### src/rtl/traffic_pkg.sv
// -----------------------------------------------------------------------------
// traffic_pkg
// Shared definitions for the traffic-control blocks:
//   - one-hot car lamp codes   (C_RED, C_YELLOW, C_LEFT, C_GREEN, C_NONE)
//   - one-hot walker lamp codes (W_RED, W_GREEN, W_NONE)
//   - sched_state_t: 3-bit state encoding of the intersection scheduler
//   - lamp_set_t / lamps_for(): lamp decode for a given scheduler state
// -----------------------------------------------------------------------------
package traffic_pkg;

    localparam logic [3:0] C_RED    = 4'b1000;
    localparam logic [3:0] C_YELLOW = 4'b0100;
    localparam logic [3:0] C_LEFT   = 4'b0010;
    localparam logic [3:0] C_GREEN  = 4'b0001;
    localparam logic [3:0] C_NONE   = 4'b0000;

    localparam logic [1:0] W_RED    = 2'b10;
    localparam logic [1:0] W_GREEN  = 2'b01;
    localparam logic [1:0] W_NONE   = 2'b00;

    typedef enum logic [2:0] {
        ST_IDLE   = 3'd0,
        ST_MG     = 3'd1,
        ST_MY     = 3'd2,
        ST_AR     = 3'd3,
        ST_SG     = 3'd4,
        ST_SY     = 3'd5,
        ST_WALK   = 3'd6,
        ST_WFLASH = 3'd7
    } sched_state_t;

    typedef struct packed {
        logic [3:0] main;
        logic [3:0] side;
        logic [1:0] walk;
    } lamp_set_t;

    // Lamp pattern for a state; flash_phase=1 blanks the walker during WFLASH.
    function automatic lamp_set_t lamps_for(input sched_state_t st, input logic flash_phase);
        lamp_set_t l;
        l = '{main: C_NONE, side: C_NONE, walk: W_NONE};
        case (st)
            ST_IDLE:   l = '{main: C_NONE,   side: C_NONE,   walk: W_NONE};
            ST_MG:     l = '{main: C_GREEN,  side: C_RED,    walk: W_RED};
            ST_MY:     l = '{main: C_YELLOW, side: C_RED,    walk: W_RED};
            ST_AR:     l = '{main: C_RED,    side: C_RED,    walk: W_RED};
            ST_SG:     l = '{main: C_RED,    side: C_GREEN,  walk: W_RED};
            ST_SY:     l = '{main: C_RED,    side: C_YELLOW, walk: W_RED};
            ST_WALK:   l = '{main: C_RED,    side: C_RED,    walk: W_GREEN};
            ST_WFLASH: l = '{main: C_RED,    side: C_RED,
                             walk: (flash_phase ? W_NONE : W_GREEN)};
            default:   l = '{main: C_NONE,   side: C_NONE,   walk: W_NONE};
        endcase
        return l;
    endfunction

endpackage

### src/rtl/intersection_sched_if.sv
// -----------------------------------------------------------------------------
// intersection_sched_if
// Request inputs and lamp/status outputs of the intersection scheduler.
//   i_enable       scheduler run (0 forces IDLE)
//   i_side_req     side-road car sensor, level
//   i_ped_req      pedestrian button, level or pulse
//   o_main/o_side  car lamps, one-hot (RED/YELLOW/LEFT/GREEN)
//   o_walk         walker lamp, one-hot (RED/GREEN)
//   o_state        current scheduler state, for debug
//   o_ped_pending  pedestrian request latched ("wait" lamp)
// master: the request source / lamp consumer; slave: the scheduler.
// -----------------------------------------------------------------------------
interface intersection_sched_if;
    logic       i_enable;
    logic       i_side_req;
    logic       i_ped_req;
    logic [3:0] o_main;
    logic [3:0] o_side;
    logic [1:0] o_walk;
    logic [2:0] o_state;
    logic       o_ped_pending;

    modport master (
        output i_enable, i_side_req, i_ped_req,
        input  o_main, o_side, o_walk, o_state, o_ped_pending
    );

    modport slave (
        input  i_enable, i_side_req, i_ped_req,
        output o_main, o_side, o_walk, o_state, o_ped_pending
    );
endinterface

### src/rtl/intersection_sched_tick_gen.sv
// -----------------------------------------------------------------------------
// tick_gen
// Prescaler counting 0..TICK_DIV-1; tick is high for the cycle in which the
// count sits at TICK_DIV-1. A synchronous clr restarts the count at 0.
//   clk      clock
//   reset_n  synchronous active-low reset
//   clr      synchronous restart of the prescaler
//   tick     one-cycle strobe every TICK_DIV cycles
// -----------------------------------------------------------------------------
module tick_gen #(
    parameter int unsigned TICK_DIV = 100000000
) (
    input  logic clk,
    input  logic reset_n,
    input  logic clr,
    output logic tick
);

    localparam int unsigned       CNT_W    = (TICK_DIV > 1) ? $clog2(TICK_DIV) : 1;
    localparam logic [CNT_W-1:0]  CNT_LAST = CNT_W'(TICK_DIV - 1);
    localparam logic [CNT_W-1:0]  CNT_ZERO = {CNT_W{1'b0}};
    localparam logic [CNT_W-1:0]  CNT_ONE  = CNT_W'(1);

    logic [CNT_W-1:0] cnt_r;
    logic [CNT_W-1:0] cnt_next_s;
    logic             tick_r;

    // Next prescaler value: restart on clr, wrap after the last count.
    always_comb begin
        cnt_next_s = cnt_r;
        if (clr) begin
            cnt_next_s = CNT_ZERO;
        end else if (cnt_r == CNT_LAST) begin
            cnt_next_s = CNT_ZERO;
        end else begin
            cnt_next_s = cnt_r + CNT_ONE;
        end
    end

    // Count register; tick is registered alongside so it always equals (cnt_r == CNT_LAST).
    always_ff @(posedge clk) begin
        if (!reset_n) begin
            cnt_r  <= CNT_ZERO;
            tick_r <= (CNT_LAST == CNT_ZERO);
        end else begin
            cnt_r  <= cnt_next_s;
            tick_r <= (cnt_next_s == CNT_LAST);
        end
    end

    assign tick = tick_r;

endmodule

### src/rtl/intersection_sched.sv
// -----------------------------------------------------------------------------
// intersection_sched
// Phase scheduler for a main road, a side road and a pedestrian crossing.
// Main road rests on green; the side road is served only on request, and a
// pedestrian request gets an exclusive WALK phase followed by a flashing
// clearance. All lamp outputs are registered and follow the state register.
//   clk      clock
//   reset_n  synchronous active-low reset
//   bus      intersection_sched_if.slave: requests in, lamps/status out
// Timing parameters are in seconds of TICK_DIV clk cycles each.
// -----------------------------------------------------------------------------
module intersection_sched
    import traffic_pkg::*;
#(
    parameter int unsigned TICK_DIV  = 100000000,
    parameter int unsigned MIN_GREEN = 10,
    parameter int unsigned MAX_GREEN = 30,
    parameter int unsigned YELLOW_T  = 2,
    parameter int unsigned ALLRED_T  = 1,
    parameter int unsigned WALK_T    = 8,
    parameter int unsigned FLASH_T   = 4
) (
    input  logic                 clk,
    input  logic                 reset_n,
    intersection_sched_if.slave  bus
);

    // Limits compared against sec+1, kept one bit wider than sec so that
    // sec=255 cannot wrap the comparison.
    localparam logic [8:0] L_MIN    = 9'(MIN_GREEN);
    localparam logic [8:0] L_MAX    = 9'(MAX_GREEN);
    localparam logic [8:0] L_YELLOW = 9'(YELLOW_T);
    localparam logic [8:0] L_ALLRED = 9'(ALLRED_T);
    localparam logic [8:0] L_WALK   = 9'(WALK_T);
    localparam logic [8:0] L_FLASH  = 9'(FLASH_T);

    sched_state_t state_r;
    sched_state_t state_next_s;
    logic [7:0]   sec_r;
    logic [7:0]   sec_next_s;
    logic [8:0]   sec_p1_s;
    logic         tick_s;
    logic         tick_clr_s;
    logic         state_chg_s;
    logic         enter_sg_s;
    logic         enter_mg_s;
    logic         enter_walk_s;
    logic         side_pend_r;
    logic         side_pend_next_s;
    logic         ped_pend_r;
    logic         ped_pend_next_s;
    logic         last_side_r;
    logic         last_side_next_s;
    lamp_set_t    lamp_r;

    tick_gen #(
        .TICK_DIV (TICK_DIV)
    ) u_tick_gen (
        .clk     (clk),
        .reset_n (reset_n),
        .clr     (tick_clr_s),
        .tick    (tick_s)
    );

    // Next-state logic; timed exits fire on the tick where sec+1 reaches the limit.
    always_comb begin
        state_next_s = state_r;
        sec_p1_s     = {1'b0, sec_r} + 9'd1;
        if (!bus.i_enable) begin
            state_next_s = ST_IDLE;
        end else begin
            case (state_r)
                ST_IDLE: begin
                    state_next_s = ST_MG;
                end
                ST_MG: begin
                    // MAX_GREEN deliberately plays no part here: main holds until
                    // MIN_GREEN has elapsed and somebody is waiting.
                    if (tick_s && (sec_p1_s >= L_MIN) && (side_pend_r || ped_pend_r)) begin
                        state_next_s = ST_MY;
                    end else begin
                        state_next_s = ST_MG;
                    end
                end
                ST_MY: begin
                    if (tick_s && (sec_p1_s >= L_YELLOW)) begin
                        state_next_s = ST_AR;
                    end else begin
                        state_next_s = ST_MY;
                    end
                end
                ST_AR: begin
                    if (tick_s && (sec_p1_s >= L_ALLRED)) begin
                        // Pedestrian first; the side road only right after a main phase.
                        if (ped_pend_r) begin
                            state_next_s = ST_WALK;
                        end else if (!last_side_r && side_pend_r) begin
                            state_next_s = ST_SG;
                        end else begin
                            state_next_s = ST_MG;
                        end
                    end else begin
                        state_next_s = ST_AR;
                    end
                end
                ST_SG: begin
                    // Gap-out once the sensor clears after MIN_GREEN, or max-out.
                    if (tick_s && (((sec_p1_s >= L_MIN) && !bus.i_side_req) ||
                                   (sec_p1_s >= L_MAX))) begin
                        state_next_s = ST_SY;
                    end else begin
                        state_next_s = ST_SG;
                    end
                end
                ST_SY: begin
                    if (tick_s && (sec_p1_s >= L_YELLOW)) begin
                        state_next_s = ST_AR;
                    end else begin
                        state_next_s = ST_SY;
                    end
                end
                ST_WALK: begin
                    if (tick_s && (sec_p1_s >= L_WALK)) begin
                        state_next_s = ST_WFLASH;
                    end else begin
                        state_next_s = ST_WALK;
                    end
                end
                ST_WFLASH: begin
                    if (tick_s && (sec_p1_s >= L_FLASH)) begin
                        state_next_s = ST_MG;
                    end else begin
                        state_next_s = ST_WFLASH;
                    end
                end
                default: begin
                    state_next_s = ST_IDLE;
                end
            endcase
        end
    end

    // State-entry strobes and prescaler restart (any state change or disable).
    always_comb begin
        state_chg_s  = (state_next_s != state_r);
        enter_sg_s   = state_chg_s && (state_next_s == ST_SG);
        enter_mg_s   = state_chg_s && (state_next_s == ST_MG);
        enter_walk_s = state_chg_s && (state_next_s == ST_WALK);
        tick_clr_s   = state_chg_s || !bus.i_enable;
    end

    // Elapsed seconds in the current state, saturating at 255.
    always_comb begin
        sec_next_s = sec_r;
        if (tick_clr_s) begin
            sec_next_s = 8'd0;
        end else if (tick_s && (sec_r != 8'hFF)) begin
            sec_next_s = sec_r + 8'd1;
        end else begin
            sec_next_s = sec_r;
        end
    end

    // Request latches and side-service memory; a clear always beats a set.
    always_comb begin
        side_pend_next_s = side_pend_r;
        ped_pend_next_s  = ped_pend_r;
        last_side_next_s = last_side_r;

        if (!bus.i_enable) begin
            side_pend_next_s = 1'b0;
        end else if (enter_sg_s) begin
            side_pend_next_s = 1'b0;
        end else if (bus.i_side_req && (state_r != ST_SG)) begin
            side_pend_next_s = 1'b1;
        end else begin
            side_pend_next_s = side_pend_r;
        end

        if (!bus.i_enable) begin
            ped_pend_next_s = 1'b0;
        end else if (enter_walk_s) begin
            ped_pend_next_s = 1'b0;
        end else if (bus.i_ped_req && (state_r != ST_WALK) && (state_r != ST_WFLASH)) begin
            ped_pend_next_s = 1'b1;
        end else begin
            ped_pend_next_s = ped_pend_r;
        end

        if (!bus.i_enable) begin
            last_side_next_s = 1'b0;
        end else if (enter_sg_s) begin
            last_side_next_s = 1'b1;
        end else if (enter_mg_s) begin
            last_side_next_s = 1'b0;
        end else begin
            last_side_next_s = last_side_r;
        end
    end

    // State, counters, latches and lamp registers. Lamps are decoded from the
    // next state so they change on the same edge as the state register.
    always_ff @(posedge clk) begin
        if (!reset_n) begin
            state_r     <= ST_IDLE;
            sec_r       <= 8'd0;
            side_pend_r <= 1'b0;
            ped_pend_r  <= 1'b0;
            last_side_r <= 1'b0;
            lamp_r      <= '{main: C_NONE, side: C_NONE, walk: W_NONE};
        end else begin
            state_r     <= state_next_s;
            sec_r       <= sec_next_s;
            side_pend_r <= side_pend_next_s;
            ped_pend_r  <= ped_pend_next_s;
            last_side_r <= last_side_next_s;
            lamp_r      <= lamps_for(state_next_s, sec_next_s[0]);
        end
    end

    assign bus.o_main        = lamp_r.main;
    assign bus.o_side        = lamp_r.side;
    assign bus.o_walk        = lamp_r.walk;
    assign bus.o_state       = state_r;
    assign bus.o_ped_pending = ped_pend_r;

endmodule
### src/flat_wrapper.sv
// flat-port wrapper written by rule: the top's interface ports become plain ports
module intersection_sched_flat import traffic_pkg::*;
#(
    parameter int unsigned TICK_DIV  = 100000000,
    parameter int unsigned MIN_GREEN = 10,
    parameter int unsigned MAX_GREEN = 30,
    parameter int unsigned YELLOW_T  = 2,
    parameter int unsigned ALLRED_T  = 1,
    parameter int unsigned WALK_T    = 8,
    parameter int unsigned FLASH_T   = 4
)
  (clk, reset_n, bus_i_enable, bus_i_side_req, bus_i_ped_req, bus_o_main, bus_o_side, bus_o_walk, bus_o_state, bus_o_ped_pending);
  intersection_sched_if bus_i ();
  input  logic clk;
  input  logic reset_n;
  input wire logic [$bits(bus_i.i_enable)-1:0] bus_i_enable;
  input wire logic [$bits(bus_i.i_side_req)-1:0] bus_i_side_req;
  input wire logic [$bits(bus_i.i_ped_req)-1:0] bus_i_ped_req;
  output wire logic [$bits(bus_i.o_main)-1:0] bus_o_main;
  output wire logic [$bits(bus_i.o_side)-1:0] bus_o_side;
  output wire logic [$bits(bus_i.o_walk)-1:0] bus_o_walk;
  output wire logic [$bits(bus_i.o_state)-1:0] bus_o_state;
  output wire logic [$bits(bus_i.o_ped_pending)-1:0] bus_o_ped_pending;
  assign bus_i.i_enable = bus_i_enable;
  assign bus_i.i_side_req = bus_i_side_req;
  assign bus_i.i_ped_req = bus_i_ped_req;
  assign bus_o_main = bus_i.o_main;
  assign bus_o_side = bus_i.o_side;
  assign bus_o_walk = bus_i.o_walk;
  assign bus_o_state = bus_i.o_state;
  assign bus_o_ped_pending = bus_i.o_ped_pending;
  intersection_sched #(.TICK_DIV(TICK_DIV), .MIN_GREEN(MIN_GREEN), .MAX_GREEN(MAX_GREEN), .YELLOW_T(YELLOW_T), .ALLRED_T(ALLRED_T), .WALK_T(WALK_T), .FLASH_T(FLASH_T)) u_core (.clk(clk), .reset_n(reset_n), .bus(bus_i));
endmodule
### config.mk
export PLATFORM = sky130hd
export DESIGN_NAME = intersection_sched_flat
export DESIGN_NICKNAME = d
export VERILOG_FILES = /design/src/rtl/traffic_pkg.sv /design/src/rtl/intersection_sched_if.sv /design/src/rtl/intersection_sched_tick_gen.sv /design/src/rtl/intersection_sched.sv /design/src/flat_wrapper.sv
export SDC_FILE = /design/constraint.sdc
export NUM_CORES = 1
export LEC_CHECK = 0
export ABC_AREA = 1
export CORE_UTILIZATION = 50
export CTS_CLUSTER_SIZE = 25
export DETAILED_ROUTE_END_ITERATION = 6
export PLACE_DENSITY = 0.77
export SLEW_MARGIN = 10
export SYNTH_ARGS = -nofsm -noshare
export SYNTH_HDL_FRONTEND = slang
export SYNTH_SLANG_ARGS = --single-unit
### constraint.sdc
create_clock -name clk -period 4.9 [get_ports clk]
set_input_delay 0.49 -clock clk [delete_from_list [all_inputs] [get_ports clk]]
set_output_delay 0.49 -clock clk [all_outputs]
set_load 0.03 [all_outputs]
Yosys cells after proc, flatten, opt, wreduce, memory -nomap -nowiden

Cells that the tools add are included.
W data, S select, Z words.

Register bits: 52
Logic and storage cells: 91
Input port bits: 5
Output and inout port bits: 14

Reduce and logical (&&, ||, !) cells: 29
Magnitude comparators: 6
Bitwise logic cells: 2
Add/sub/neg operators: 3
Multiplexer cells: 19
Equal/unequal tests: 21

Operators with widths:

| operator                | count |
|---|---|
| $pmux W10 S8            | 1 |
| $eq A27 B27 Y1 const B  | 2 |
| $mux W27                | 2 |
| $add A27 B1 Y27 const B | 1 |
| $eq A3 B3 Y1 const B    | 8 |
| $pmux W3 S8             | 1 |
| $ge A9 B4 Y1 const B    | 2 |
| $mux W3                 | 6 |
| $logic_and A1 B1 Y1     | 16 |
| $eq A3 B2 Y1 const B    | 4 |
| $add A8 B1 Y9 const B   | 1 |
| $ge A9 B1 Y1 const B    | 1 |
| $ge A9 B2 Y1 const B    | 1 |
| $ge A9 B3 Y1 const B    | 1 |
| $ge A9 B5 Y1 const B    | 1 |
| $ne A3 B3 Y1 const B    | 3 |
| $add A8 B1 Y8 const B   | 1 |
| $mux W1                 | 8 |
| $ne A8 B8 Y1 const B    | 1 |
| $eq A3 B1 Y1 const B    | 2 |
| $logic_not A3 Y1        | 2 |
| $reduce_or A3 Y1        | 2 |
| $logic_not A1 Y1        | 3 |
| $logic_or A1 B1 Y1      | 3 |
| 6 further kinds         | 7 |

Logic depth before layout (Yosys ltp)

Gate-level depths: netlist (run 1).

Depth after elaboration: 13
Depth in mapped cells: 22
Mapped depth without buffers: 22

Hierarchy

Synthesis (run 1) repeated with hierarchy kept, for this count alone.

Cells, all modules: 529
Area, all modules: 3226.8 µm²

By module, submodules not included:

| module             | times used | area each (µm²) | seq. area each (µm²) | cells an instance |
|---|---|---|---|---|
| tick_gen           | 1          | 1791.7          | 560.5                | 296 |
| intersection_sched | 1          | 1435.1          | 440.4                | 233 |

Worst setup path before layout (run 1)

OpenSTA, ideal clock, no wires.

Path type: register to register
Start: register u_core.sec_r[0]
End: register u_core.u_tick_gen.cnt_r[10]
Data arrival time: 2.203 ns
Cell stages (with the launch flop): 19
Buffers on the path: 1
Library setup time: 0.121 ns
Required time: 4.779 ns
Setup slack: 2.576 ns
Period minus slack after synthesis: 2.324 ns
Path through: dfxtp_1 > ha_1 > xnor2_1 > nand2_1 > a21oi_1 > nand2_1 > nand3_1 > nand2_1 > nor2_1 > nand3_2 > nand2_2 > nand2_1 > nand2_1 > nor2_1 > nand2_2 > inv_2 > nand2_4 > buf_2 > nor2_1

Longest elaborated chain between the ends: 11
Elaborated cells on any way between the ends: 28
Those cells by class: 1 x add/sub; 6 x order compare; 1 x eq/ne; 10 x mux; 10 x reduce/logical

RTL lines:

| what                     | line                                                | text |
|---|---|---|
| start: declaration       | intersection_sched.sv:39                            | `logic [7:0] sec_r;` |
| start signal: assignment | intersection_sched.sv:213                           | `sec_r <= sec_next_s;` |
| $add A8 B1 Y9 (*)        | intersection_sched.sv:68                            | `sec_p1_s = {1'b0, sec_r} + 9'd1;` |
| $ge A9 B4 Y1             | intersection_sched.sv:79, intersection_sched.sv:108 |  |
| $logic_and A1 B1 Y1      | intersection_sched.sv:108                           | `if (tick_s && (((sec_p1_s >= L_MIN) && !bus.i_side_req) \|\|` |
| $logic_or A1 B1 Y1       | intersection_sched.sv:108                           |  |
| $logic_and A1 B1 Y1      | intersection_sched.sv:108                           |  |
| $mux W1                  | intersection_sched.sv:108                           |  |
| $pmux W3 S8 (*)          | intersection_sched.sv:72                            | `case (state_r)` |
| $mux W3 (*)              | intersection_sched.sv:69                            | `if (!bus.i_enable) begin` |
| $ne A3 B3 Y1 (*)         | intersection_sched.sv:145                           | `state_chg_s = (state_next_s != state_r);` |
| $logic_or A1 B1 Y1 (*)   | intersection_sched.sv:149                           | `tick_clr_s = state_chg_s \|\| !bus.i_enable;` |
| $mux W27 (*)             | intersection_sched_tick_gen.sv:31                   | `if (clr) begin` |
| end signal: assignment   | intersection_sched_tick_gen.sv:46                   | `cnt_r <= cnt_next_s;` |
| end: declaration         | intersection_sched_tick_gen.sv:24                   | `logic [CNT_W-1:0] cnt_r;` |

Mark *: on every way between the ends. The rest lies on a longest branch, timed or not.
A chain may end at the register's enable or synchronous reset.

Worst setup path after layout (run 1)

Start: register u_core.sec_r[0]
End: register u_core.u_tick_gen.cnt_r[18]

The elaborated chain is that of the path after synthesis.

==> results of run 1 <==
## placed cells by master, fill, tap and decap left out, types with 2 or more instances in the layout
| cell type | n |
|---|---|
| nand2_4 | 2 |
| nor3_1 | 32 |
| o22ai_1 | 2 |
| nand3b_1 | 4 |
| nand4_1 | 10 |
| conb_1 | 2 |
| nor3_2 | 2 |
| dfxtp_1 | 50 |
| inv_1 | 68 |
| clkdlybuf4s50_1 | 16 |
| a21oi_1 | 9 |
| o21ai_0 | 16 |
| clkbuf_8 | 5 |
| xnor2_1 | 5 |
| ha_1 | 4 |
| nor2_2 | 3 |
| xor2_1 | 11 |
| nand3_1 | 38 |
| nor4_1 | 10 |
| nand3_2 | 4 |
| nand2_2 | 7 |
| nor2_1 | 75 |
| nand2_1 | 110 |
## sequential cells by signal, indices dropped and copies added, names as in the netlist
| register | flops |
|---|---|
| u_core.u_tick_gen.cnt_r | 27 |
| u_core.sec_r | 8 |
| u_core.bus.o_main | 3 |
| u_core.bus.o_side | 3 |
| u_core.bus.o_state | 3 |
| u_core.bus.o_walk | 2 |
| u_core.bus.o_ped_pending | 1 |
| u_core.last_side_r | 1 |
| u_core.side_pend_r | 1 |
| u_core.u_tick_gen.tick | 1 |
## how the worst max path moves through the flow
stage / start / to / slack, ps / cells after the start
finish: u_core.sec_r[0] / u_core.u_tick_gen.cnt_r[18] / 2020 / 19
global route: u_core.sec_r[0] / u_core.u_tick_gen.cnt_r[18] / 1680 / 19
CTS: u_core.sec_r[0] / u_core.u_tick_gen.cnt_r[18] / 1990 / 19
detailed placement: u_core.sec_r[0] / u_core.u_tick_gen.cnt_r[18] / 2020 / 19
floorplan: u_core.sec_r[0] / u_core.u_tick_gen.cnt_r[10] / 2580 / 18
global placement: u_core.sec_r[0] / u_core.u_tick_gen.cnt_r[18] / 2090 / 19
## power breakdown
group / switching [mW] / internal, mW
Sequential: 0.00279 / 0.409
Clock: 0.143 / 0.155
Combinational: 0.0260 / 0.0131
## layout make-up
class,count,area share
clock buffers,5,0.0203
clock inverters,3,0.0140
inverters,69,0.0765
multi-input cells,353,0.516
flip-flops and latches,50,0.296
well taps,75,0.0277
repair buffers,17,0.0495
## through the flow
| step | setup WS [ps] | total power [mW] | hold WS [ps] | instance area (um^2) |
|---|---|---|---|---|
| 2_1_floorplan | 2580 | 0.450 | 436 | 3070 |
| 3_3_place_gp | 2090 | 0.460 | 454 | 3270 |
| 3_5_place_dp | 2020 | 0.461 | 458 | 3270 |
| 4_1_cts | 1990 | 0.754 | 475 | 3390 |
| 5_1_grt | 1680 | 0.775 | 502 | 3390 |
| 6_report | 2020 | 0.749 | 476 | 3390 |
## cell families (layout without fill, tap and decap cells)
logic type	Yosys count	after routing	synth area share
other	1	2	0.00122
XOR/XNOR	16	16	0.0457
adder cells (fa/ha/maj)	4	4	0.0163
AO/OA/AOI/OAI	29	29	0.0498
buffers and inverters	79	94	0.105
AND/OR/NAND/NOR	302	302	0.456
flip-flops	50	50	0.326
## worst min-delay path: cells and delay by family (launching register included)
kind / cells / cell delay (ps)
AND/OR/NAND/NOR: 1 / 60
flip-flops: 1 / 330
AO/OA/AOI/OAI: 1 / 50
## metal layers
metal  vias up  routed length [um]  global-route usage  share of wire
met3        15                 344              0.0386          0.050
met1      1372                3220               0.291           0.47
met5         -                   0                   0              0
met2        85                3210               0.379           0.46
li1       1563                   -                   -              -
met4         0                 131              0.0786          0.019
==> reports/results.tsv, run 1 <==
stage	metric	value	unit
synth	area leader, netlist	dfxtp_1	
synth	Avg Cell Area, Syn	6.38	um^2
placement	cell count after placement	564	
synth	FF+latch count, synth	50	
min_path	Hold Path Class	reg2reg	
global_routing	largest net degree at the start of global routing	35	
synth	count leader, synth	nand2_1	
outcome	status	complete, no violations	
critical_path	arrival time at the worst endpoint	3100	ps
critical_path	CP top delay family	simple AND/OR/NAND/NOR gates	
sta	Rel. slew slack	0.585	
route	number of vias per cell	5.31	
critical_path	Buf/Inv on CP	1	
min_path	worst hold stages	2	
sta	fin crit share	0.588	
sta	Hold Violations, Final	0	
sta	unrepaired setup endpoints after global routing	no	
cts	CTS tree	yes	
critical_path	slowest library cell on the worst path	dfxtp_1	
route	Routed Antenna Nets	0	
cts	CTS Sinks	50	
placement	Port Buffers	16	
global_routing	Congestion Overflow GR	0	
global_routing	global-route wire length before repair	11500	um
global_routing	vias in the first global route	2690	
sta	TNS Setup	0	ps
cts	clk buf depth	2	
synth	Synth cell types	33	
floorplan	Initial Util	0.518	
floorplan	die width	80.3	um
layout	Core Util, Final	0.572	
placement	Placer Congestion	0.966	
cts	H-tree Lvls	2	
floorplan	die area	6450	um^2
critical_path	Worst Path Class, Setup	reg2reg	
route	WL/cell	12.1	um
layout	final cell count without fillers	572	
critical_path	peak per-stage delay on the critical path	430	ps
critical_path	Reg2Reg Setup Slack	2020	ps
cts	Post-CTS Setup Repair Bufs	0	
run	Max-cap violations	0	
min_path	Hold Path End	u_core.last_side_r	
route	routed vias	3035	
cts	insertion delay to the later sink of the worst-skew pair	310	ps
critical_path	RR Endpoint	u_core.u_tick_gen.cnt_r[18]	
route	final WL	6910	um
min_path	min-delay src	u_core.last_side_r	
layout	area of the multi-input gates	1750	um^2
critical_path	worst reg2reg startpoint	u_core.sec_r[0]	
critical_path	CP Max Fanout	34	
synth	most instantiated cells after synthesis	nand2_1 (110), nor2_1 (75), inv_1 (68)	
sta	Max Slew Vio Count	0	
synth	top_reg_cell synth	dfxtp_1	
placement	post-DP HPWL	5290	um
route	drt pass-1 iters	5	
route	# DRC	0	
power	Peak VDD IR	196	uV
critical_path	cells on worst reg2reg path	19	
layout	nets	505	
synth	ys async rst share	0	
cts	cts-stage hold buffer count	0	
cts	post-cts resize count	0	
layout	share of cells above drive strength 1	0.0624	
power	pwr dens	221	nW/um^2
synth	Synth area leaders	dfxtp_1 (33%), nand2_1 (13%), nor2_1 (9.2%)	
synth	Seq/Total Area, Yosys	0.326	
sta	worst slew pin tran	621	ps
critical_path	CP Cell Sequence	ha_1 -> nand2_1 -> nor2_1 -> nand2_1 -> nand2_2 -> nand3_1 -> nor2_1 -> nand2_1 -> nand3_2 -> nand2_1 -> nand2_1 -> nand4_4 -> nand2_4 -> nand2_1 -> nand2_1 -> nand2_2 -> inv_2 -> nand2_4 -> nor3_1	
floorplan	Die H	80.3	um
critical_path	Worst EP required	5120	ps
route	DR iter-0 viols	164	
floorplan	Boundary Pins	19	
cts	number of CTS-inserted buffers	5	
cts	Clock transition at path regs	100	ps
sta	Layout Skew	8.50	ps
global_routing	GR Util All Layers	0.226	
synth	Synth top area share	0.326	
layout	Area Growth Syn to Fin	10.4	%
sta	Final min period	2880	ps
cts	root buf cell	clkbuf_8	
critical_path	crit end category	register	
synth	Synth Cell Area	3070	um^2
critical_path	most frequent CP cell	nand2_1	
synth	Mapped Cells	481	
synth	Ys Warns	0	
floorplan	row cnt	28	
floorplan	area of the core	5920	um^2
layout	fillcell total	577	
layout	Seq. cell area	1000	um^2
layout	ANT cells	0	
sta	Fmax	0.347	GHz
sta	final setup fails	0	
global_routing	initial antenna violation count	0	
critical_path	type of origin of the critical path	register	
power	LEAKAGE	1.38	nW
synth	number of synthesized flops with an enable pin	0	
No activity file was read; power rests on OpenSTA's default activity.
==> inputs of run 2 (changes only) <==
==> constraint.sdc (replaced) <==
create_clock -name clk -period 2.8 [get_ports clk]
set_input_delay 0.28 -clock clk [delete_from_list [all_inputs] [get_ports clk]]
set_output_delay 0.28 -clock clk [all_outputs]
set_load 0.03 [all_outputs]
==> run 2 against run 1 <==
  * Final area increased by 3.8%
  * Sequential power grew 74%
  * Total power rose by 76%
  * Critical endpoint is now u_core.u_tick_gen.cnt_r[26]
  * First-iteration DRC count increased by 8.5%
  * Global-route usage is 1.3 points higher
  * Clock power increased by 73%
  * Utilization increased by 2.2 points
  * Maximum frequency up 13%
  * Count of clock-buffer cells in the layout is the same
  * Highest routed layer unchanged
==> reports/results.tsv, run 2 (synthesis gave the netlist of run 1 again) <==
stage	metric	value	unit	change
layout	share of cells above drive strength 1	0.0994		+0.0370
floorplan	die area	6450	um^2	unchanged
critical_path	slowest library cell on the worst path	dfxtp_4		
sta	Layout Skew	8.78	ps	+0.281 ps
critical_path	crit end category	register		
critical_path	Buf/Inv on CP	1		unchanged
power	Comb pwr share	0.061		+0.009
layout	Area Growth Syn to Fin	14.6	%	
critical_path	CP Max Fanout	17		-50%
sta	Hold Violations, Final	0		unchanged
power	LEAKAGE	1.39	nW	+1.3%
floorplan	row cnt	28		unchanged
cts	number of CTS-inserted buffers	5		unchanged
floorplan	Die H	80.3	um	unchanged
critical_path	type of origin of the critical path	register		
power	Peak VDD IR	251	uV	+28%
route	routed vias	3065		+0.99%
global_routing	Congestion Overflow GR	0		unchanged
route	drt pass-1 iters	5		unchanged
route	final WL	7540	um	+9.1%
floorplan	die width	80.3	um	unchanged
critical_path	CP top delay family	simple AND/OR/NAND/NOR gates		
layout	Most flops, register	u_core.u_tick_gen.cnt_r		
global_routing	global-route wire length before repair	12000	um	+4.3%
placement	Placer Congestion	0.906		-6.2%
critical_path	Reg2Reg Setup Slack	260	ps	-1760 ps
min_path	Hold Path Class	reg2reg		
cts	CTS tree	yes		
cts	CTS Sinks	50		unchanged
placement	Port Buffers	16		unchanged
layout	ANT cells	0		unchanged
sta	Final min period	2540	ps	-340 ps
cts	cts-stage hold buffer count	0		unchanged
route	number of vias per cell	5.30		about the same
power	sequential share of power	0.546		-0.004
layout	cell area after layout	3510	um^2	+3.8%
cts	H-tree Lvls	2		unchanged
placement	post-DP HPWL	5420	um	+2.4%
placement	DP Area	3310	um^2	+1.1%
sta	Setup WS post-layout	257	ps	-1760 ps
power	Clk network pwr share	0.393		-0.005
placement	cell count after placement	569		+0.89%
layout	nets	511		+1.2%
global_routing	vias in the first global route	2835		+5.4%
route	Routed Antenna Nets	0		unchanged
power	Net Switching	0.310	mW	+80%
layout	largest registers	u_core.u_tick_gen.cnt_r (27), u_core.sec_r (8)		
sta	fin crit share	0.908		+0.320
floorplan	Boundary Pins	19		unchanged
critical_path	CP Cell Sequence	ha_4 -> nand2_1 -> nor2_2 -> nand2_1 -> nand2_2 -> nand3_1 -> nor2_2 -> nand2_1 -> nand3_2 -> nand2_1 -> nand2_1 -> nand4_4 -> nand2_4 -> nand2_1 -> nand2_1 -> nand2_2 -> clkinv_4 -> nand2_8 -> nor3_1		
layout	final cell count without fillers	578		+1.0%
layout	most frequent cells in the layout	nand2_1 (110), nor2_1 (73), inv_1 (68)		
floorplan	area of the core	5920	um^2	unchanged
power	P_int	1.01	mW	+74%
critical_path	Worst EP required	3040	ps	-2080 ps
floorplan	Initial Util	0.518		unchanged
critical_path	most frequent CP cell	nand2_1		
route	# DRC	0		unchanged
global_routing	GR Util All Layers	0.239		+0.0126
run	Max-cap violations	0		unchanged
sta	Fmax	0.393	GHz	+13%
power	pwr dens	375	nW/um^2	+69%
cts	Clock transition at path regs	100	ps	about the same
cts	root buf cell	clkbuf_8		
global_routing	largest net degree at the start of global routing	35		unchanged
placement	pre-CTS setup slack	38.2	ps	-1980 ps
critical_path	peak per-stage delay on the critical path	390	ps	-40 ps
route	WL/cell	13.0	um	+8.0%
critical_path	arrival time at the worst endpoint	2780	ps	-320 ps
layout	most common cell after layout, fill and taps aside	nand2_1		
global_routing	initial antenna violation count	0		unchanged
route	DR iter-0 viols	178		+8.5%
sta	final setup fails	0		unchanged
sta	TNS Setup	0	ps	unchanged
cts	insertion delay to the later sink of the worst-skew pair	310	ps	about the same
cts	clk buf depth	2		unchanged
sta	Max Slew Vio Count	0		unchanged
outcome	status	complete, no violations		
layout	max reg flops	27		unchanged
power	Sw Share	0.235		+0.00586
critical_path	Worst Path Class, Setup	reg2reg		
==> run 2: cell count changes in the layout (fill, tap and decap cells not counted), sizes merged <==
cell      delta
buf          +5
clkinvlp     +2
inv          -2
nand2        +1
==> run 2: final timing paths <==
check,end,start,cells after the start
setup / recovery,u_core.u_tick_gen.cnt_r[26],u_core.sec_r[0],19
hold / removal,u_core.last_side_r,u_core.last_side_r,2
setup reg to reg,u_core.u_tick_gen.cnt_r[26],u_core.sec_r[0],19
hold reg to reg,u_core.last_side_r,u_core.last_side_r,2
==> run 2: through the flow <==
step / hold slack [ps] / utilization / total power [mW]
2_1_floorplan: 427 / - / 0.788
3_3_place_gp: 458 / 0.559 / 0.806
3_5_place_dp: 455 / 0.559 / 0.807
4_1_cts: 479 / 0.579 / 1.32
5_1_grt: 505 / 0.594 / 1.36
6_report: 477 / 0.594 / 1.32
==> run 2: layout make-up <==
| type | count | area [um^2] |
|---|---|---|
| sequential | 50 | 1010 |
| clock inverter | 3 | 45.0 |
| tap | 75 | 93.8 |
| inverter | 69 | 264 |
| multi-input combinational | 354 | 1830 |
| clock buffer | 5 | 68.8 |
| fill | 572 | 2410 |
| timing repair buffer | 22 | 205 |
==> run 2: power groups by stage <==
stage          clock (mW)  sequential, mW  combinational [mW]
6_report            0.517           0.718              0.0810
5_1_grt             0.552           0.719              0.0873
4_1_cts             0.523           0.720              0.0724
3_5_place_dp            0           0.737              0.0697
3_3_place_gp            0           0.737              0.0690
2_1_floorplan           0           0.745              0.0434
==> run 2: worst min-delay path: stages (launching register included) <==
cell and delay [ps]:
dfxtp_1 320, nand2_1 70, a21oi_1 50
==> run 2: per-layer routing <==
metal	global-route usage	vias up	part of all wire	routed length (um)
met5	0	-	0	0
met4	0.0946	0	0.019	145
met3	0.0398	18	0.039	297
met2	0.412	71	0.49	3730
met1	0.294	1399	0.45	3370
li1	-	1577	-	-
==> run 2: repair_timing <==
item                                    CTS  global route
endpoints found under the setup margin    1            38
pin swaps                                 0             2
setup buffers                             0             0
resized for setup                         1            19
gates cloned                              0             1
